==> src/rtl/significand_divider_pkg.sv <==
// Shared types and default widths for the radix-2 significand divider.
package sigdiv_pkg;

   // Default stored-fraction and quotient widths
   localparam int FRAC_W_DEF = 10;
   localparam int Q_W_DEF    = 24;

   // Bit-counter width for a given quotient width
   function automatic int cnt_w(input int qw);
      return (qw > 1) ? $clog2(qw) : 1;
   endfunction

   // Divider control states
   typedef enum logic [1:0] {
      IDLE = 2'd0,
      CALC = 2'd1,
      FIN  = 2'd2
   } state_t;

endpackage

==> src/rtl/significand_divider_step.sv <==
// One restoring-division step: conditional subtract then shift left.
// Kept separate so an unrolled higher-radix variant can chain several.
module sigdiv_step #(
   parameter int R_W = 13
) (
   input  logic [R_W-1:0] i_r,
   input  logic [R_W-1:0] i_d,
   output logic [R_W-1:0] o_r,
   output logic           o_q
);

   logic           w_ge;
   logic [R_W-1:0] w_diff;
   logic [R_W-1:0] w_rem;

   // Compare, restore-or-subtract, then shift the partial remainder
   always_comb begin
      w_ge   = (i_r >= i_d);
      w_diff = i_r - i_d;
      w_rem  = w_ge ? w_diff : i_r;
      o_r    = {w_rem[R_W-2:0], 1'b0};
      o_q    = w_ge;
   end

endmodule

==> src/rtl/significand_divider.sv <==
// Iterative radix-2 restoring divider for 1.frac significands.
// One quotient bit per clock, start/done handshake, special-case bypass.
module significand_divider
   import sigdiv_pkg::*;
#(
   parameter int FRAC_W = FRAC_W_DEF,
   parameter int Q_W    = Q_W_DEF
) (
   input  logic              CLK,
   input  logic              RST,
   input  logic              start,
   input  logic [FRAC_W-1:0] a,
   input  logic [FRAC_W-1:0] b,
   input  logic              azero,
   input  logic              bzero,
   output logic              busy,
   output logic              done,
   output logic [Q_W-1:0]    q,
   output logic              sticky,
   output logic              dz,
   output logic              inv
);

   // Remainder holds up to 2*D, so one bit above the 1.frac significand
   // plus a guard bit is enough.
   localparam int R_W   = FRAC_W + 3;
   localparam int CNT_W = cnt_w(Q_W);

   state_t           r_state;
   logic [R_W-1:0]   r_r;
   logic [R_W-1:0]   r_d;
   logic [CNT_W-1:0] r_cnt;
   logic [Q_W-1:0]   r_q;
   logic             r_busy;
   logic             r_done;
   logic             r_sticky;
   logic             r_dz;
   logic             r_inv;

   logic [R_W-1:0]   w_r_nxt;
   logic             w_qbit;

   sigdiv_step #(.R_W(R_W)) u_step (
      .i_r (r_r),
      .i_d (r_d),
      .o_r (w_r_nxt),
      .o_q (w_qbit)
   );

   // Control FSM with registered outputs; accept is legal in IDLE and FIN
   always_ff @(posedge CLK) begin
      if (RST) begin
         r_state  <= IDLE;
         r_r      <= '0;
         r_d      <= '0;
         r_cnt    <= '0;
         r_q      <= '0;
         r_busy   <= 1'b0;
         r_done   <= 1'b0;
         r_sticky <= 1'b0;
         r_dz     <= 1'b0;
         r_inv    <= 1'b0;
      end else begin
         case (r_state)
            IDLE, FIN: begin
               r_state <= IDLE;
               r_busy  <= 1'b0;
               r_done  <= 1'b0;
               if (start) begin
                  r_r      <= {2'b00, 1'b1, a};
                  r_d      <= {2'b00, 1'b1, b};
                  r_cnt    <= CNT_W'(Q_W - 1);
                  r_q      <= '0;
                  r_sticky <= 1'b0;
                  r_dz     <= 1'b0;
                  r_inv    <= 1'b0;
                  if (azero && bzero) begin
                     r_inv   <= 1'b1;
                     r_state <= FIN;
                     r_done  <= 1'b1;
                  end else if (bzero) begin
                     r_q     <= '1;
                     r_dz    <= 1'b1;
                     r_state <= FIN;
                     r_done  <= 1'b1;
                  end else if (azero) begin
                     r_state <= FIN;
                     r_done  <= 1'b1;
                  end else begin
                     r_state <= CALC;
                     r_busy  <= 1'b1;
                  end
               end
            end
            CALC: begin
               r_q[r_cnt] <= w_qbit;
               r_r        <= w_r_nxt;
               if (r_cnt == '0) begin
                  r_sticky <= |w_r_nxt;
                  r_state  <= FIN;
                  r_busy   <= 1'b0;
                  r_done   <= 1'b1;
               end else begin
                  r_cnt <= r_cnt - 1'b1;
               end
            end
            default: begin
               r_state <= IDLE;
               r_busy  <= 1'b0;
               r_done  <= 1'b0;
            end
         endcase
      end
   end

   assign busy   = r_busy;
   assign done   = r_done;
   assign q      = r_q;
   assign sticky = r_sticky;
   assign dz     = r_dz;
   assign inv    = r_inv;

endmodule

==> config.mk <==
export PLATFORM = sky130hd
export DESIGN_NAME = significand_divider
export DESIGN_NICKNAME = d
export VERILOG_FILES = /design/src/rtl/significand_divider_pkg.sv /design/src/rtl/significand_divider_step.sv /design/src/rtl/significand_divider.sv
export SDC_FILE = /design/constraint.sdc
export NUM_CORES = 1
export LEC_CHECK = 0
export BUFFER_PORTS_ARGS = -buffer_cell sky130_fd_sc_hd__buf_4
export CAP_MARGIN = 25
export CORE_MARGIN = 1
export CORE_UTILIZATION = 55
export CTS_BUF_LIST = sky130_fd_sc_hd__clkbuf_2 sky130_fd_sc_hd__clkbuf_4 sky130_fd_sc_hd__clkbuf_8
export CTS_CLUSTER_DIAMETER = 150
export DETAILED_ROUTE_END_ITERATION = 12
export HOLD_SLACK_MARGIN = 0.05
export PLACE_DENSITY = 0.77
export SLEW_MARGIN = 20
export SYNTH_ARGS = -nofsm -noshare
export SYNTH_HDL_FRONTEND = slang
export SYNTH_HIERARCHICAL = 1
export SYNTH_SLANG_ARGS = --single-unit
==> constraint.sdc <==
create_clock -name CLK -period 4.88 [get_ports CLK]
set_input_delay 0.488 -clock CLK [delete_from_list [all_inputs] [get_ports CLK]]
set_output_delay 0.488 -clock CLK [all_outputs]
set_load 0.005 [all_outputs]
==> results of run 1 <==
[synth_stat cells (all sizes together) (2+ instances only)]
cell type,n
o21a,3
nand3,4
a221oi,14
o21ai,6
nand2,54
and3,2
mux2,16
a311oi,26
and2,2
buf,20
nand2b,4
nor2,48
a21oi,36
nor4,2
dfxtp,60
nor2b,9
nor3,14
mux2i,3
xnor2,4
o31ai,2
nand3b,3
o41ai,2
a211oi,4
clkbuf,11
ha,17
inv,20
a22oi,2
or4,3
conb,2
and4bb,2
a31oi,3
or3,4
[stage by stage]
step / util, % / std cells / total power [mW] / worst slack [ns]
6_report: 65.8 / 535 / 1.41 / 1.33
5_1_grt: 65.8 / 535 / 1.47 / 1.19
4_1_cts: 65.5 / 534 / 1.41 / 1.37
3_5_place_dp: 62.0 / 518 / 0.892 / 1.39
3_3_place_gp: 61.7 / 517 / 0.881 / 1.56
2_1_floorplan: - / 418 / 0.814 / 1.86
[sequential cells by signal, summed over array words and instances, names as in the netlist]
signal	count
r_r	13
q	24
dz	1
r_cnt	5
busy	1
r_state	2
sticky	1
done	1
inv	1
r_d	11
[kinds of logic after synthesis]
group / synth area share [%]
AOI/OAI and AO/OA: 22.6
xor gates and xnor gates: 1.22
adders and majority gates: 6.50
buffers and inverters: 7.27
DFF: 33.6
muxes: 6.50
other: 0.210
and+or+nand+nor: 22.2
[critical path, delay by kind of cell (launching register included)]
kind	cells	cell delay (ns)
buf+inv	1	0.05
compound gates	3	0.99
flops	1	0.33
fa+ha+maj	1	0.35
mux	1	0.37
simple gates	5	1.33
[where the power goes]
group	leakage, nW	total, mW	switching (mW)	internal (mW)
clock network	0.113	0.516	0.204	0.312
registers	0.493	0.545	0.0264	0.518
logic	1.05	0.346	0.190	0.156
total	1.66	1.41	0.420	0.986
[worst min-delay path by stage]
stage	depth (start not counted)	slack, ns	endpoint	startpoint
2_1_floorplan	2	0.44	r_d[2]$_SDFFE_PP0P_	r_d[2]$_SDFFE_PP0P_
3_3_place_gp	2	0.44	inv$_SDFFE_PP0P_	inv$_SDFFE_PP0P_
3_5_place_dp	2	0.45	r_d[3]$_SDFFE_PP0P_	r_d[3]$_SDFFE_PP0P_
4_1_cts	3	0.38	r_d[4]$_SDFFE_PP0P_	b[4]
5_1_grt	3	0.40	r_d[5]$_SDFFE_PP0P_	b[5]
6_report	3	0.40	r_d[9]$_SDFFE_PP0P_	b[9]
[layer usage]
metal / up-vias / global-route usage [%]
li1: 1581 / -
met1: 1537 / 31.7
met2: 113 / 43.0
met3: 19 / 4.40
met4: 0 / 14.5
met5: - / 0
[cell type report]
type | instances | area (sq um)
fill | 571 | 2160
multi-input combinational | 307 | 2130
sequential | 60 | 1200
timing repair buffer | 55 | 433
clock buffer | 12 | 153
tap | 77 | 96.3
inverter | 20 | 75.1
clock inverter | 4 | 72.6
==> metrics.md, run 1 <==
| Metric | Value |
|---|---|
| WL met1 | `3770 um` |
| Leading area contributor after synthesis | `dfxtp_1` |
| Hold slack | `0.398 ns` |
| Worst reg-to-reg setup slack | `1.33 ns` |
| Total met2 wirelength after detailed routing | `4320 um` |
| Clock tree buffer depth | `2` |
| Initial detailed-routing violation count | `219` |
| Total DRC errors in the routed layout | `0` |
| Top library cells by usage in the layout, fill and taps aside | `60 x dfxtp_1, 54 x nand2_1, 53 x buf_4, 44 x nor2_1, 34 x a21oi_1` |
| Worst setup path class | `flop to flop` |
| First-pass DRT Iterations | `5` |
| Primary FF master, synth | `dfxtp_1` |
| Flops & latches, synth | `60` |
| Diode count | `0` |
| DP Wirelength | `5970 um` |
| Status | `finished, final reports clean` |
| Leakage power figure | `1.66 nW` |
| Die area | `6830 sq um` |
| Crit path launch type | `flop` |
| Total CTS buffers | `9` |
| Source of the critical timing path | `r_d[5]$_SDFFE_PP0P_` |
| Clock root cell | `clkbuf_8` |
| Unrepaired setup endpoints after global routing | `false` |
| Final-layout setup total negative slack | `0 ns` |
| Vias in the first global route | `2898` |
| Synthesized cell area | `3580 sq um` |
| FMAX | `0.282 GHz` |
| Worst setup skew after layout | `0.00862 ns` |
| Post-synthesis sequential area ratio | `33.6%` |
| Top metal layer carrying routed signals | `met4` |
| Width of the chip | `82.7 um` |
| Routed wire per std cell | `16.2 um` |
| Ratio of final minimum period to clock period | `72.8%` |
| Num Clock Sinks | `60` |
| Area contributors post-synth | `dfxtp_1 34%, a311oi_1 6.4%, ha_1 5.9%, nand2_1 5.7%, a21oi_1 4.8%` |
| Routed wl met3 | `385 um` |
| Weighted congestion reported at the end of routability-driven placement | `0.863` |
| Overflow left after global routing | `0` |
| Worst-case vdd ir drop | `255 uV` |
| Cell area power density | `338 nW/um^2` |
| Hold Fails Final Rpt | `0` |
| Number of primary I/O pins | `54` |
| Largest net degree at the start of global routing | `60` |
| Via count | `3250` |
| Core area | `6310 sq um` |
| Destination of the worst register-to-register timing path | `sticky$_SDFFE_PP0P_` |
| Clock period minus final worst setup slack | `3.55 ns` |
| Row count | `29` |
| Y dimension of the die | `82.7 um` |
| Hold-fix buffer count after cts | `0` |
| Final WL | `8670 um` |
| Post-route ant nets | `0` |
| Share of layout cells above drive strength 1 | `22.7%` |
| Worst reg2reg startpoint | `r_d[5]$_SDFFE_PP0P_` |
| Ordered cell list for the critical path | `inv_1 > ha_1 > and3_1 > nand2_1 > nor2_1 > a21oi_4 > o31ai_4 > mux2_4 > or4_1 > nor4_1 > a211oi_1` |
| CP max stage cell | `o31ai_4` |
| Number of nets in the finished design | `496` |
| Mean instance size in the synthesized netlist | `8.58 sq um` |
| Total cell area at the placement stage | `3910 sq um` |
| Antenna violations before repair | `0` |
| Number of pins exceeding their max-slew limit in the final report | `0` |
| DR vias/cell | `6.07` |
| Post-route standard cell area excluding fillers | `4160 sq um` |
| Number of gates resized after CTS | `0` |
| Setup Buffers After CTS | `0` |
| Starting density of the core | `56.7%` |
| Critical Path Sink | `sticky$_SDFFE_PP0P_` |
| Worst-Skew Late Latency | `0.34 ns` |
| Worst slew pin tran | `0.988 ns` |
| Crit path DAT | `3.75 ns` |
| Largest fanout on the critical path | `14` |
| Max-cap viol count | `0` |
| Finish-stage setup viols | `0` |
| Endpoint class of the critical path | `flop` |
| Worst Reg-to-Reg Cells | `11` |
| Critical path required time | `5.07 ns` |
| Most common cell after layout, fill and taps aside | `dfxtp_1` |
| Area share of the largest cell type after synthesis | `33.6%` |
| Maximum cell stage delay along the critical path | `0.75 ns` |
| Global-route wire length before repair | `13300 um` |
| Headroom to the max-slew limit | `34.1%` |
| Input/output buffers | `53` |
| Count of yosys warnings during synthesis | `6` |
| Clock tree from TritonCTS | `yes` |
| Post-synth EDFFs | `0` |
| Async set-or-reset flop fraction in the synthesized netlist | `0%` |
| CTS H-Tree Depth | `3` |
| Area growth from synthesis to layout | `16.2%` |
| GRT Total Usage | `26.0%` |
| Min-delay worst type | `primary input to flop` |
| Synthesized instance count | `417` |
| Clock slew at the register clock pins of the worst setup and hold paths | `0.07 ns` |
| Distinct cell type count of the synthesized netlist | `65` |
No activity file was read; power rests on OpenSTA's default activity.
==> inputs of run 2 (changes only) <==
clock period = 3.5 ns   (was 4.88 ns; I/O delays follow)
==> metrics.md, run 2 (same netlist as run 1, synthesis figures left out) <==
| Metric | Value |
|---|---|
| Status | `finished, final reports clean` |
| Diode count | `0 (unchanged)` |
| Input/output buffers | `53 (unchanged)` |
| Instance count after placement with tap cells included | `520 (+0.39%)` |
| Number of primary I/O pins | `54 (unchanged)` |
| Crit path launch type | `flop` |
| Overflow left after global routing | `0 (unchanged)` |
| Worst setup skew after layout | `0.00899 ns (+0.000368 ns)` |
| Antenna violations before repair | `0 (unchanged)` |
| Post-route ant nets | `0 (unchanged)` |
| Ratio of final minimum period to clock period | `94.4% (+22 points)` |
| Worst reg2reg startpoint | `r_d[1]$_SDFFE_PP0P_` |
| Num Clock Sinks | `60 (unchanged)` |
| Crit path DAT | `3.51 ns (-0.24 ns)` |
| Worst-case vdd ir drop | `292 uV (+15%)` |
| Clock slew at the register clock pins of the worst setup and hold paths | `0.07 ns (about the same)` |
| GRT Total Usage | `26.4% (+0.44 points)` |
| Min-delay worst type | `primary input to flop` |
| Row count | `29 (unchanged)` |
| Worst reg-to-reg setup slack | `0.20 ns (-1.13 ns)` |
| Weighted congestion reported at the end of routability-driven placement | `0.845 (-2.1%)` |
| Total DRC errors in the routed layout | `0 (unchanged)` |
| Die area | `6830 sq um (unchanged)` |
| Max-cap viol count | `0 (unchanged)` |
| Number of nets in the finished design | `498 (+0.40%)` |
| Width of the chip | `82.7 um (unchanged)` |
| Headroom to the max-slew limit | `32.2% (-1.9 points)` |
| DR vias/cell | `6.01 (-1.1%)` |
| Most common cell after layout, fill and taps aside | `dfxtp_1` |
| Endpoint class of the critical path | `flop` |
| Source of the critical timing path | `r_d[1]$_SDFFE_PP0P_` |
| DP Wirelength | `5990 um (+0.27%)` |
| Leakage power figure | `1.65 nW (-0.59%)` |
| Number of pins exceeding their max-slew limit in the final report | `0 (unchanged)` |
| Final Instance Count excl. Fillers | `537 (+0.37%)` |
| Cell area power density | `453 nW/um^2 (+34%)` |
| Largest fanout on the critical path | `23 (+9)` |
| Setup Buffers After CTS | `0 (unchanged)` |
| Clock tree from TritonCTS | `yes` |
| Core area | `6310 sq um (unchanged)` |
| Starting density of the core | `56.7% (unchanged)` |
| Fill cell count | `551 (-3.5%)` |
| Vias in the first global route | `2881 (-0.59%)` |
| Final WL | `8580 um (-1.1%)` |
| Via count | `3226 (-0.74%)` |
| Clock period minus final worst setup slack | `3.30 ns (-0.249 ns)` |
| CTS H-Tree Depth | `3 (unchanged)` |
| Hold Fails Final Rpt | `0 (unchanged)` |
| Share of layout cells above drive strength 1 | `23.0% (+0.34 points)` |
| Top library cells by usage in the layout, fill and taps aside | `60 x dfxtp_1, 56 x buf_4, 54 x nand2_1, 44 x nor2_1, 34 x a21oi_1` |
| Unrepaired setup endpoints after global routing | `false` |
| Max reg flops | `24 (unchanged)` |
| Hold-fix buffer count after cts | `0 (unchanged)` |
| Largest net degree at the start of global routing | `60 (unchanged)` |
| Worst Reg-to-Reg Cells | `11 (unchanged)` |
| Y dimension of the die | `82.7 um (unchanged)` |
| Worst slew pin tran | `1.02 ns (+0.0292 ns)` |
| First-pass DRT Iterations | `4 (-1)` |
| Area growth from synthesis to layout | `15.3%` |
| Final-layout setup total negative slack | `0 ns (unchanged)` |
| Number of gates resized after CTS | `0 (unchanged)` |
| Initial detailed-routing violation count | `226 (+3.2%)` |
| Clock root cell | `clkbuf_8` |
| Destination of the worst register-to-register timing path | `q[19]$_SDFFE_PP0P_` |
| Worst-Skew Late Latency | `0.35 ns (about the same)` |
| Critical Path Sink | `q[19]$_SDFFE_PP0P_` |
| Clock tree buffer depth | `2 (unchanged)` |
| Total CTS buffers | `9 (unchanged)` |
| Worst setup path class | `flop to flop` |
| FMAX | `0.303 GHz (+7.6%)` |
| Critical path required time | `3.71 ns (-1.36 ns)` |
| Finish-stage setup viols | `0 (unchanged)` |
| Routed wire per std cell | `16.0 um (-1.5%)` |
| Global-route wire length before repair | `13600 um (+2.3%)` |
## run 2: changes by cell type in the layout (fill, tap and decap cells not counted), sizes merged
cell / before / now
clkbuf: 12 / 10
buf: 55 / 57
bufinv: 2 / 1
clkinv: 1 / 4
## run 2: worst max-delay path: stages, from the launching register on
cell and delay, ns:
dfxtp_1 0.38, inv_1 0.06, ha_1 0.29, nor2b_4 0.13, o31a_1 0.27, or3_4 0.36, a21oi_4 0.20, o31ai_4 0.17
buf_4 0.23, a21oi_2 0.73, mux2_2 0.32, nor2_1 0.04
## run 2: where the power goes
part / switching, mW / leakage, nW / internal [mW]
clock network: 0.295 / 0.0996 / 0.336
logic: 0.262 / 1.06 / 0.216
registers: 0.0382 / 0.493 / 0.723
total: 0.596 / 1.65 / 1.28
## run 2: worst min path at each step
stage | slack, ns | start | end | cells after the start
after detailed placement | 0.45 | inv$_SDFFE_PP0P_ | inv$_SDFFE_PP0P_ | 2
final | 0.24 | b[0] | r_d[0]$_SDFFE_PP0P_ | 3
after global routing | 0.25 | b[9] | r_d[9]$_SDFFE_PP0P_ | 3
after CTS | 0.24 | b[0] | r_d[0]$_SDFFE_PP0P_ | 3
after global placement | 0.44 | inv$_SDFFE_PP0P_ | inv$_SDFFE_PP0P_ | 2
after floorplan | 0.44 | r_d[2]$_SDFFE_PP0P_ | r_d[2]$_SDFFE_PP0P_ | 2
## run 2: layout make-up
type | count | area, sq um | area share [%]
tap | 77 | 96.3 | 2.33
multi-input combinational | 307 | 2130 | 51.5
inverter | 20 | 75.1 | 1.82
clock buffer | 10 | 131 | 3.18
timing repair buffer | 57 | 432 | 10.5
sequential | 60 | 1200 | 29.1
clock inverter | 6 | 65.1 | 1.58
## run 2: metal layers
layer | up-vias | wire [um] | part of all wire, % | track usage, %
met1 | 1550 | 3700 | 43 | 32.3
met2 | 76 | 4290 | 50 | 44.8
met3 | 18 | 329 | 3.8 | 4.07
met5 | - | 0 | 0 | 0
li1 | 1582 | - | - | -
met4 | 0 | 257 | 3.0 | 13.1
## run 2: metrics by stage
stage               util, %  hold slack [ns]  instance area (sq um)  setup slack (ns)  total power [mW]
floorplan                 -            0.436                   3580             0.477              1.13
global placement       62.1            0.443                   3920             0.321              1.24
detailed placement     62.1            0.452                   3920             0.246              1.25
CTS                    65.2            0.240                   4120             0.219              1.87
global route           65.4            0.245                   4130            0.0180              1.96
finish                 65.4            0.242                   4130             0.198              1.87
